File: src/rtl/pl_sysref_pkg.sv
// rtl/pl_sysref_pkg.sv - shared types and constants for the PL SYSREF generator
package pl_sysref_pkg;

  localparam int DEF_CNT_W   = 16;
  localparam int DEF_BURST_W = 8;

  localparam logic MODE_CONT  = 1'b0;
  localparam logic MODE_BURST = 1'b1;

  typedef enum logic [1:0] {
    IDLE  = 2'd0,
    ARM   = 2'd1,
    RUN   = 2'd2,
    DRAIN = 2'd3
  } state_t;

endpackage

File: src/rtl/pl_sysref_phase_ctr.sv
// rtl/pl_sysref_phase_ctr.sv - free-running phase counter, 0..ld-1 then wrap
module pl_sysref_phase_ctr #(
  parameter int W = 16
) (
  input  logic         clk,
  input  logic         rst_n,
  input  logic [W-1:0] ld,
  output logic [W-1:0] ph,
  output logic         wrap
);

  // >= rather than == so a period shrunk while idle cannot strand the count
  assign wrap = (ph >= (ld - W'(1)));

  always_ff @(posedge clk or negedge rst_n) begin
    if (!rst_n) begin
      ph <= '0;
    end else if (wrap) begin
      ph <= '0;
    end else begin
      ph <= ph + W'(1);
    end
  end

endmodule

File: src/rtl/pl_sysref_gen.sv
// rtl/pl_sysref_gen.sv - periodic / burst SYSREF pulse generator locked to a phase counter
module pl_sysref_gen
  import pl_sysref_pkg::*;
#(
  parameter int CNT_W   = DEF_CNT_W,
  parameter int BURST_W = DEF_BURST_W
) (
  input  logic               pl_clk,
  input  logic               pl_resetn,
  input  logic [CNT_W-1:0]   cfg_period,
  input  logic [CNT_W-1:0]   cfg_high,
  input  logic               cfg_mode,
  input  logic [BURST_W-1:0] cfg_burst,
  input  logic               start,
  input  logic               stop,
  output logic               sysref_out,
  output logic               sysref_rise,
  output logic               busy,
  output logic [15:0]        pulse_cnt,
  output logic               cfg_err
);

  state_t             state;
  logic [CNT_W-1:0]   per_q;
  logic [CNT_W-1:0]   hi_q;
  logic               mode_q;
  logic [BURST_W-1:0] n_q;

  logic [CNT_W-1:0]   ph;
  logic [CNT_W-1:0]   ph_nxt;
  logic               wrap;
  logic               hi_nxt;
  logic               cfg_ok;
  logic               burst_end;

  pl_sysref_phase_ctr #(.W(CNT_W)) u_phase (
    .clk   (pl_clk),
    .rst_n (pl_resetn),
    .ld    (per_q),
    .ph    (ph),
    .wrap  (wrap)
  );

  // Output is decided on the phase value the counter will hold after this edge
  assign ph_nxt = wrap ? '0 : ph + CNT_W'(1);
  assign hi_nxt = (ph_nxt < hi_q);

  assign cfg_ok = (cfg_period >= CNT_W'(2)) &&
                  (cfg_high != '0) &&
                  (cfg_high < cfg_period) &&
                  ((cfg_mode == MODE_CONT) || (cfg_burst != '0));

  assign burst_end = (mode_q == MODE_BURST) && sysref_out && !hi_nxt &&
                     (32'(pulse_cnt) == 32'(n_q));

  // Config tracks the inputs while idle and freezes once a start is accepted
  always_ff @(posedge pl_clk or negedge pl_resetn) begin
    if (!pl_resetn) begin
      per_q  <= '0;
      hi_q   <= '0;
      mode_q <= MODE_CONT;
      n_q    <= '0;
    end else if (state == IDLE) begin
      per_q  <= cfg_period;
      hi_q   <= cfg_high;
      mode_q <= cfg_mode;
      n_q    <= cfg_burst;
    end
  end

  always_ff @(posedge pl_clk or negedge pl_resetn) begin
    if (!pl_resetn) begin
      state       <= IDLE;
      sysref_out  <= 1'b0;
      sysref_rise <= 1'b0;
      busy        <= 1'b0;
      pulse_cnt   <= '0;
      cfg_err     <= 1'b0;
    end else begin
      sysref_rise <= 1'b0;
      unique case (state)
        IDLE: begin
          if (start && !stop) begin
            if (cfg_ok) begin
              state     <= ARM;
              busy      <= 1'b1;
              pulse_cnt <= '0;
              cfg_err   <= 1'b0;
            end else begin
              cfg_err <= 1'b1;
            end
          end
        end
        ARM: begin
          if (stop) begin
            state <= IDLE;
            busy  <= 1'b0;
          end else if (wrap) begin
            state       <= RUN;
            sysref_out  <= 1'b1;
            sysref_rise <= 1'b1;
            pulse_cnt   <= pulse_cnt + 16'd1;
          end
        end
        RUN: begin
          if (stop && (!sysref_out || !hi_nxt)) begin
            state      <= IDLE;
            busy       <= 1'b0;
            sysref_out <= 1'b0;
          end else if (stop) begin
            state <= DRAIN;
          end else if (burst_end) begin
            state      <= IDLE;
            busy       <= 1'b0;
            sysref_out <= 1'b0;
          end else begin
            sysref_out <= hi_nxt;
            if (hi_nxt && !sysref_out) begin
              sysref_rise <= 1'b1;
              pulse_cnt   <= pulse_cnt + 16'd1;
            end
          end
        end
        DRAIN: begin
          if (!hi_nxt) begin
            state      <= IDLE;
            busy       <= 1'b0;
            sysref_out <= 1'b0;
          end
        end
        default: begin
          state      <= IDLE;
          busy       <= 1'b0;
          sysref_out <= 1'b0;
        end
      endcase
    end
  end

endmodule

File: config.mk
export PLATFORM = sky130hd
export DESIGN_NAME = pl_sysref_gen
export DESIGN_NICKNAME = d
export VERILOG_FILES = /design/src/rtl/pl_sysref_pkg.sv /design/src/rtl/pl_sysref_phase_ctr.sv /design/src/rtl/pl_sysref_gen.sv
export SDC_FILE = /design/constraint.sdc
export NUM_CORES = 1
export LEC_CHECK = 0
export CORE_MARGIN = 2
export CORE_UTILIZATION = 56
export CTS_CLUSTER_SIZE = 24
export DETAILED_ROUTE_END_ITERATION = 6
export HOLD_SLACK_MARGIN = 0.06
export PLACE_DENSITY = 0.87
export SYNTH_ARGS = -nofsm -noshare
export SYNTH_HDL_FRONTEND = slang
export SYNTH_SLANG_ARGS = --single-unit
File: constraint.sdc
create_clock -name pl_clk -period 5.9 [get_ports pl_clk]
set_input_delay 1.18 -clock pl_clk [delete_from_list [all_inputs] [get_ports pl_clk]]
set_output_delay 1.18 -clock pl_clk [all_outputs]
set_load 0.02 [all_outputs]
==> summary.txt, run 1 <==
STA
  • Final Hold Fails: 0
  • Fmax: roughly 180 MHz
  • Skew final: 0.0121 ns
  • Tmin final: ~5.5 ns
  • Final setup viols: 0
  • Worst Tran Pin Value: approximately 1 ns
  • Slew Limit Fails: 0
  • Final Cycle Share: 0.934
  • Slew HR: 0.335

Placed design
  • Gpl congestion: a little over 0.9
  • Port bufs: between 60 and 70
  • Hpwl dp: between 9000 and 10000 um
  • Inst Count DP: ~700

Floorplan
  • Initial Util: 0.567
  • Die H: between 100 and 150 um
  • # IOs: 65
  • Std-Cell Rows: 35
  • Full die area: ~10000 um^2
  • Core footprint: slightly above 9000 um^2
  • DIE WIDTH: around 100 um

Synth
  • Top post-synthesis cells by area: dfrtp_1 (38%), ha_1 (13%), mux2_2 (5.7%), xor2_1 (3.6%), nand3b_1 (3.3%)
  • Area fraction of the dominant cell type after synthesis: 0.383
  • Synthesized area: 5160 um^2
  • Most used DFF post-synth: dfrtp_1
  • Gate Count Post-Synth: ~540
  • Syn_area_per_cell: 9.58 um^2
  • Number of synthesized register bits: 79
  • Syn Nets: 637
  • Post-synthesis sequential area ratio: 0.383
  • Number of enable flip-flop cells after synthesis: 0
  • Async S/R FF share, synth: 1.00
  • Yosys warnings: 0
  • Synth area leader: dfrtp_1
  • Distinct cell type count after synthesis: between 40 and 50

Critical path
  • Critical Path Slowest Stage Cell: or3_1
  • Largest delay contributor family on the critical path: simple AND/OR/NAND/NOR gates
  • Worst setup EP type: register
  • CP startpoint kind: register
  • Kind of critical path: register to register
  • Worst path cell trace: or3_1 > nor4_2 > nor2b_1 > nand2_1 > or2_2 > nor4_1 > xnor2_1 > ha_1 > a21oi_1 > o21ai_0 > a221o_2 > buf_4 > nor2_1 > ha_1 > o21ai_0 > a21oi_1 > a22oi_1 > nand4_1 > o21ai_1 > a21boi_1 > or2_1 > buf_4 > o211ai_2
  • WP data arrival: around 5.8 ns
  • Largest fanout on the critical path: 10
  • Crit path buffers/inverters: 2
  • Largest stage delay on the critical path: roughly 0.43 ns
  • Worst EP required: between 6 and 7 ns

Clocking
  • CTS tree: built
  • CTS H-Tree Depth: 3
  • Total CTS buffers: 9
  • Hold Buf Count CTS: 0
  • Clk_lat worst skew: around 0.36 ns
  • Clock sink count: 79
  • Clock buffer depth: 2
  • Clk slew on worst S/H paths: ~0.080 ns
  • Root buffer cell: clkbuf_8

Global routing
  • Vias in the first global route: ~4600
  • GRT Util Overall: 0.279
  • First-pass GRT wire length: 22100 um
  • Overflow after GRT: 0
  • Largest net degree at the start of global routing: 80
  • Initial antenna violation count: 0

Cells and area
  • Antenna diodes: 0
  • Final Net Count: 703
  • Layout Cells excl Fill: 721
  • Share of cells above drive strength 1: 0.108
  • Area Growth Syn to Fin: 19.1%
  • Filler Cell Count: between 700 and 800
  • Core Util, Final: 0.675

Pwr
  • Internal power: about 1700 uW
  • Seq pwr share: 0.332
  • Switch share: 0.434
  • Worst vdd ir: approximately 0.35 mV
  • P_leak: ~0.0027 uW
  • Psw: 1340 uW
  • Total power: around 3100 uW
  • Pwr dens: 500 nW/um^2
  • Share of total power in the clock network: 0.150
  • Gate power share: 0.518

Routing
  • Vias per cell: about 6.2
  • Antenna Nets Post-Route: 0
  • Drt pass-1 iters: 5
  • DR WL/cell: around 19 um
  • Routed vias: roughly 4500
  • Overall routed net length: about 13000 um
  • DRC: 0
  • DRT iter0 DRCs: about 470

Run
  • Max-cap violation count: 0

Status
  • Status: finished, final reports clean

Hold path
  • Hold WC Path Type: register to register
## through the flow
stage	worst slack (ns)	area, um^2	hold WS, ns	TNS, ns
4_1_cts	0.165	6120	0.536	0
3_5_place_dp	0.234	5900	0.521	0
6_report	0.392	6150	0.537	0
3_3_place_gp	0.548	5900	0.515	0
5_1_grt	-0.0339	6150	0.556	-0.0531
2_1_floorplan	0.600	5160	0.473	0
## layer usage
| layer | track usage | vias to the layer above | wire, um |
|---|---|---|---|
| met1 | 0.348 | 2175 | 5380 |
| met4 | 0.120 | 0 | 513 |
| met3 | 0.0515 | 40 | 863 |
| li1 | - | 2074 | - |
| met5 | 0 | - | 0 |
| met2 | 0.477 | 194 | 6670 |
## worst register-to-register path: cells and delay by family, from the launching register on
family,cells,cell delay (ns)
AND/OR/NAND/NOR,9,2.19
XOR/XNOR,1,0.17
buffers and inverters,2,0.44
AO/OA/AOI/OAI,9,1.66
flip-flops,1,0.42
adder cells (fa/ha/maj),2,0.56
## final timing paths
kind                       cells past startpoint             to       from  slack, ns
hold / removal                                 1         n_q[0]     n_q[0]       0.54
hold reg to reg                                1         n_q[0]     n_q[0]       0.54
setup reg to reg                              23  pulse_cnt[10]   per_q[4]       0.39
min in group asynchronous                      1       per_q[5]  pl_resetn       0.98
max in group asynchronous                      1   pulse_cnt[6]  pl_resetn       4.28
setup / recovery                              23  pulse_cnt[10]   per_q[4]       0.39
## power by group through the flow
stage,registers (uW),logic [uW],clock network [uW]
floorplan,1020,1090,0
global route,1060,1760,488
global placement,1010,1470,0
CTS,1010,1580,464
detailed placement,1020,1560,0
finish,1020,1590,461
## kinds of logic after synthesis
group | Yosys count | share of synthesized area
AOI/OAI and AO/OA | 104 | 0.133
xor gates and xnor gates | 36 | 0.0611
adders and majority gates | 53 | 0.128
buffers and inverters | 57 | 0.0458
DFF | 79 | 0.383
muxes | 26 | 0.0567
and+or+nand+nor | 184 | 0.192
## placed cells by master, fill, tap and decap left out, types with 3 or more instances in the layout
| cell type | Yosys | layout |
|---|---|---|
| xnor2_1 | 15 | 15 |
| clkdlybuf4s50_1 | 0 | 63 |
| nor4_1 | 15 | 14 |
| nor2_1 | 30 | 30 |
| nand4_1 | 12 | 12 |
| mux2_2 | 26 | 26 |
| and3_1 | 14 | 14 |
| o21ai_0 | 31 | 31 |
| a211o_1 | 3 | 3 |
| nor2b_1 | 6 | 6 |
| o211ai_2 | 7 | 7 |
| ha_1 | 53 | 52 |
| xor2_1 | 21 | 21 |
| nand2_1 | 41 | 41 |
| a21o_1 | 3 | 3 |
| a21oi_1 | 20 | 20 |
| inv_1 | 41 | 41 |
| nand2b_1 | 9 | 9 |
| buf_4 | 0 | 8 |
| nor3_1 | 11 | 10 |
| dfrtp_1 | 79 | 79 |
| clkbuf_8 | 0 | 10 |
| o211ai_1 | 7 | 7 |
| nand3b_1 | 23 | 23 |
| nand3_1 | 13 | 13 |
| o21ai_1 | 14 | 14 |
## registers in the layout, indices dropped and copies added, names as in the netlist
signal	flops
per_q	16
state	2
mode_q	1
u_phase.ph	16
n_q	8
hi_q	16
busy	1
sysref_rise	1
sysref_out	1
cfg_err	1
pulse_cnt	16
## synth_stat cells (all sizes together), types with 2 or more instances
library cell  count
a211oi            2
nor2             30
xor2             21
nor4             15
nor2b             6
o21ai            45
a21o              3
dfrtp            79
a21oi            20
nand4            12
o221ai            2
nand3            13
and3             14
a31oi             2
nand3b           23
xnor2            15
nand2            41
o211ai           14
buf               7
clkbuf            9
o2111ai           2
nand2b           10
or2               2
mux2             26
or3               2
ha               53
a211o             3
a41oi             2
inv              41
nor3             11
## what timing repair did
item	CTS	global route
resized for setup	0	3
setup buffers	0	2
setup endpoints to repair	0	19
## cell type report
class,instances,area [um^2],share of cell area
Multi-Input combinational cell,403,2970,0.482
Sequential cell,79,1980,0.322
Timing Repair Buffer,71,691,0.112
Inverter,41,154,0.0250
Clock buffer,11,141,0.0230
Tap cell,111,139,0.0226
Clock inverter,5,81.3,0.0132
Note: power is estimated with default switching activity, not from simulation.
==> run 2: changes to the inputs <==
--- a/config.mk
+++ b/config.mk
@@ -11,6 +11,7 @@
 export DETAILED_ROUTE_END_ITERATION = 6
 export HOLD_SLACK_MARGIN = 0.06
 export PLACE_DENSITY = 0.87
+export REMOVE_ABC_BUFFERS = 1
 export SYNTH_ARGS = -nofsm -noshare
 export SYNTH_HDL_FRONTEND = slang
 export SYNTH_SLANG_ARGS = --single-unit
==> summary.txt, run 2 (synthesis results as in run 1) <==
Status
  • Status: finished, final reports clean

STA
  • Final Hold Fails: 0 (unchanged)
  • Skew final: 0.00889 ns (-0.00316 ns)
  • Final Cycle Share: 0.942 (+0.00877)
  • RSZ-0062 raised after global routing: false
  • Slew Limit Fails: 0 (unchanged)
  • Final worst slack: 0.340 ns (-0.0517 ns)
  • Final setup viols: 0 (unchanged)
  • Worst Tran Pin Value: 0.985 ns (-0.0121 ns)
  • Setup TNS: 0 ns (unchanged)
  • Fmax: 180 MHz (-0.93%)
  • Tmin final: 5.56 ns (+0.0517 ns)
  • Slew HR: 0.343 (+0.00806)

Routing
  • DRC: 0 (unchanged)
  • Vias per cell: 6.11 (-1.7%)
  • Overall routed net length: 13200 um (-1.6%)
  • Routed vias: 4382 (-2.3%)
  • DR WL/cell: 18.4 um (-1.0%)
  • Drt pass-1 iters: 4 (-1)
  • DRT iter0 DRCs: 250 (-46%)
  • Antenna Nets Post-Route: 0 (unchanged)

Placed design
  • Post-place setup slack: 0.196 ns (-0.0373 ns)
  • Port bufs: 64 (unchanged)
  • Gpl congestion: 0.948 (+1.9%)
  • Hpwl dp: 9580 um (-3.9%)
  • Inst Count DP: 702 (-0.14%)

Pwr
  • Switch share: 0.425 (-0.00907)
  • Psw: 1300 uW (-2.7%)
  • Pwr dens: 498 nW/um^2 (-0.47%)
  • Share of total power in the clock network: 0.153 (+0.003)
  • Seq pwr share: 0.334 (+0.002)
  • Gate power share: 0.513 (-0.005)
  • Internal power: 1760 uW (+1.0%)
  • P_leak: 0.00270 uW (-0.20%)
  • Worst vdd ir: 0.312 mV (-9.8%)

Critical path
  • Largest stage delay on the critical path: 0.43 ns (about the same)
  • CP startpoint kind: register
  • Crit path buffers/inverters: 2 (unchanged)
  • Largest fanout on the critical path: 18 (+8)
  • Worst path cell trace: or3_1 > nor4_2 > nor2b_1 > nand2_1 > or2_2 > nor4_1 > xnor2_1 > ha_1 > nand2_1 > nor4_2 > a221o_1 > buf_4 > nor2_1 > ha_1 > a21oi_1 > o21ai_0 > a22oi_1 > nand4_1 > o21ai_1 > buf_4 > a21boi_1 > or2_4 > o311ai_1
  • Worst setup EP type: register
  • Kind of critical path: register to register
  • Largest delay contributor family on the critical path: simple AND/OR/NAND/NOR gates
  • Register-to-Register Setup Slack: 0.34 ns (-0.05 ns)
  • Critical Path Slowest Stage Cell: or3_1
  • WP data arrival: 5.81 ns (+0.03 ns)
  • Worst EP required: 6.15 ns (-0.03 ns)

Cells and area
  • Register area: 1980 um^2 (unchanged)
  • Commonest non-fill, non-tap cells in the layout: dfrtp_1 (79), clkdlybuf4s50_1 (63), ha_1 (52)
  • Footprint of the multi-input gates: 2970 um^2 (+0.25%)
  • Final Net Count: 700 (-0.43%)
  • Antenna diodes: 0 (unchanged)
  • Area Growth Syn to Fin: 18.9%
  • Share of cells above drive strength 1: 0.106 (-0.00259)
  • Layout Cells excl Fill: 717 (-0.55%)
  • Commonest non-fill, non-tap cell in the layout: dfrtp_1
  • Filler Cell Count: 711 (+0.28%)

Floorplan
  • Full die area: 10000 um^2 (unchanged)
  • Die H: 100 um (unchanged)
  • Std-Cell Rows: 35 (unchanged)
  • Initial Util: 0.567 (unchanged)
  • DIE WIDTH: 100 um (unchanged)
  • Core footprint: 9110 um^2 (unchanged)
  • # IOs: 65 (unchanged)

Global routing
  • Overflow after GRT: 0 (unchanged)
  • Vias in the first global route: 4459 (-2.2%)
  • First-pass GRT wire length: 22000 um (-0.50%)
  • Largest net degree at the start of global routing: 80 (unchanged)
  • Initial antenna violation count: 0 (unchanged)
  • GRT Util Overall: 0.279 (-0.000828)

Clocking
  • Clk_lat worst skew: 0.35 ns (about the same)
  • Postcts setup bufs: 0 (unchanged)
  • Root buffer cell: clkbuf_8
  • CTS H-Tree Depth: 3 (unchanged)
  • Clock sink count: 79 (unchanged)
  • Clock buffer depth: 2 (unchanged)
  • CTS tree: built
  • Clk slew on worst S/H paths: 0.08 ns (about the same)
  • Total CTS buffers: 9 (unchanged)

Run
  • Max-cap violation count: 0 (unchanged)

Hold path
  • Hold WC Path Type: register to register
run 2: cell type report:
type                       instances  area share
clock buffer                      12      0.0269
multi-input combinational        403       0.484
tap                              111      0.0226
timing repair buffer              68       0.109
clock inverter                     3      0.0106
sequential                        79       0.322
inverter                          41      0.0251
run 2: final timing paths:
path,from,to,depth (start not counted)
worst max-delay path,per_q[4],pulse_cnt[15],23
worst min-delay path,busy,busy,1
worst max register to register,per_q[4],pulse_cnt[15],23
worst min register to register,busy,busy,1
max in group asynchronous,pl_resetn,hi_q[15],1
min in group asynchronous,pl_resetn,per_q[0],1
run 2: worst register-to-register path, stage by stage (launching register included):
cell and delay, ns:
dfrtp_1 0.41, or3_1 0.44, nor4_2 0.23, nor2b_1 0.21, nand2_1 0.10, or2_2 0.31, nor4_1 0.27, xnor2_1 0.11
ha_1 0.30, nand2_1 0.08, nor4_2 0.32, a221o_1 0.21, buf_4 0.24, nor2_1 0.11, ha_1 0.32, a21oi_1 0.20
o21ai_0 0.17, a22oi_1 0.28, nand4_1 0.13, o21ai_1 0.14, buf_4 0.17, a21boi_1 0.09, or2_4 0.34, o311ai_1 0.30
run 2: repair_timing:
action                                  4_1_cts  5_1_grt
hold buffers                                  0        0
endpoints found under the setup margin        0       18
gates resized for setup                       0        5
run 2: per-layer routing:
| metal | wire (um) | GRT usage | vias up |
|---|---|---|---|
| met5 | 0 | 0 | - |
| met4 | 443 | 0.111 | 0 |
| met3 | 703 | 0.0515 | 31 |
| met2 | 6680 | 0.484 | 138 |
| met1 | 5380 | 0.344 | 2147 |
| li1 | - | - | 2066 |
run 2: per-stage QoR:
stage / util / hold slack (ns) / cell area [um^2] / total power, uW
final: 0.674 / 0.515 / 6140 / 3060
after CTS: 0.672 / 0.518 / 6120 / 3040
after floorplan: - / 0.473 / 5080 / 2060
after global routing: 0.674 / 0.551 / 6140 / 3290
after detailed placement: 0.647 / 0.491 / 5890 / 2550
after global placement: 0.647 / 0.486 / 5890 / 2450
run 2: power by group through the flow:
stage,logic [uW],clock network (uW),registers [uW]
5_1_grt,1740,501,1050
3_5_place_dp,1530,0,1020
6_report,1570,466,1020
2_1_floorplan,1040,0,1020
4_1_cts,1550,471,1020
3_3_place_gp,1450,0,1000
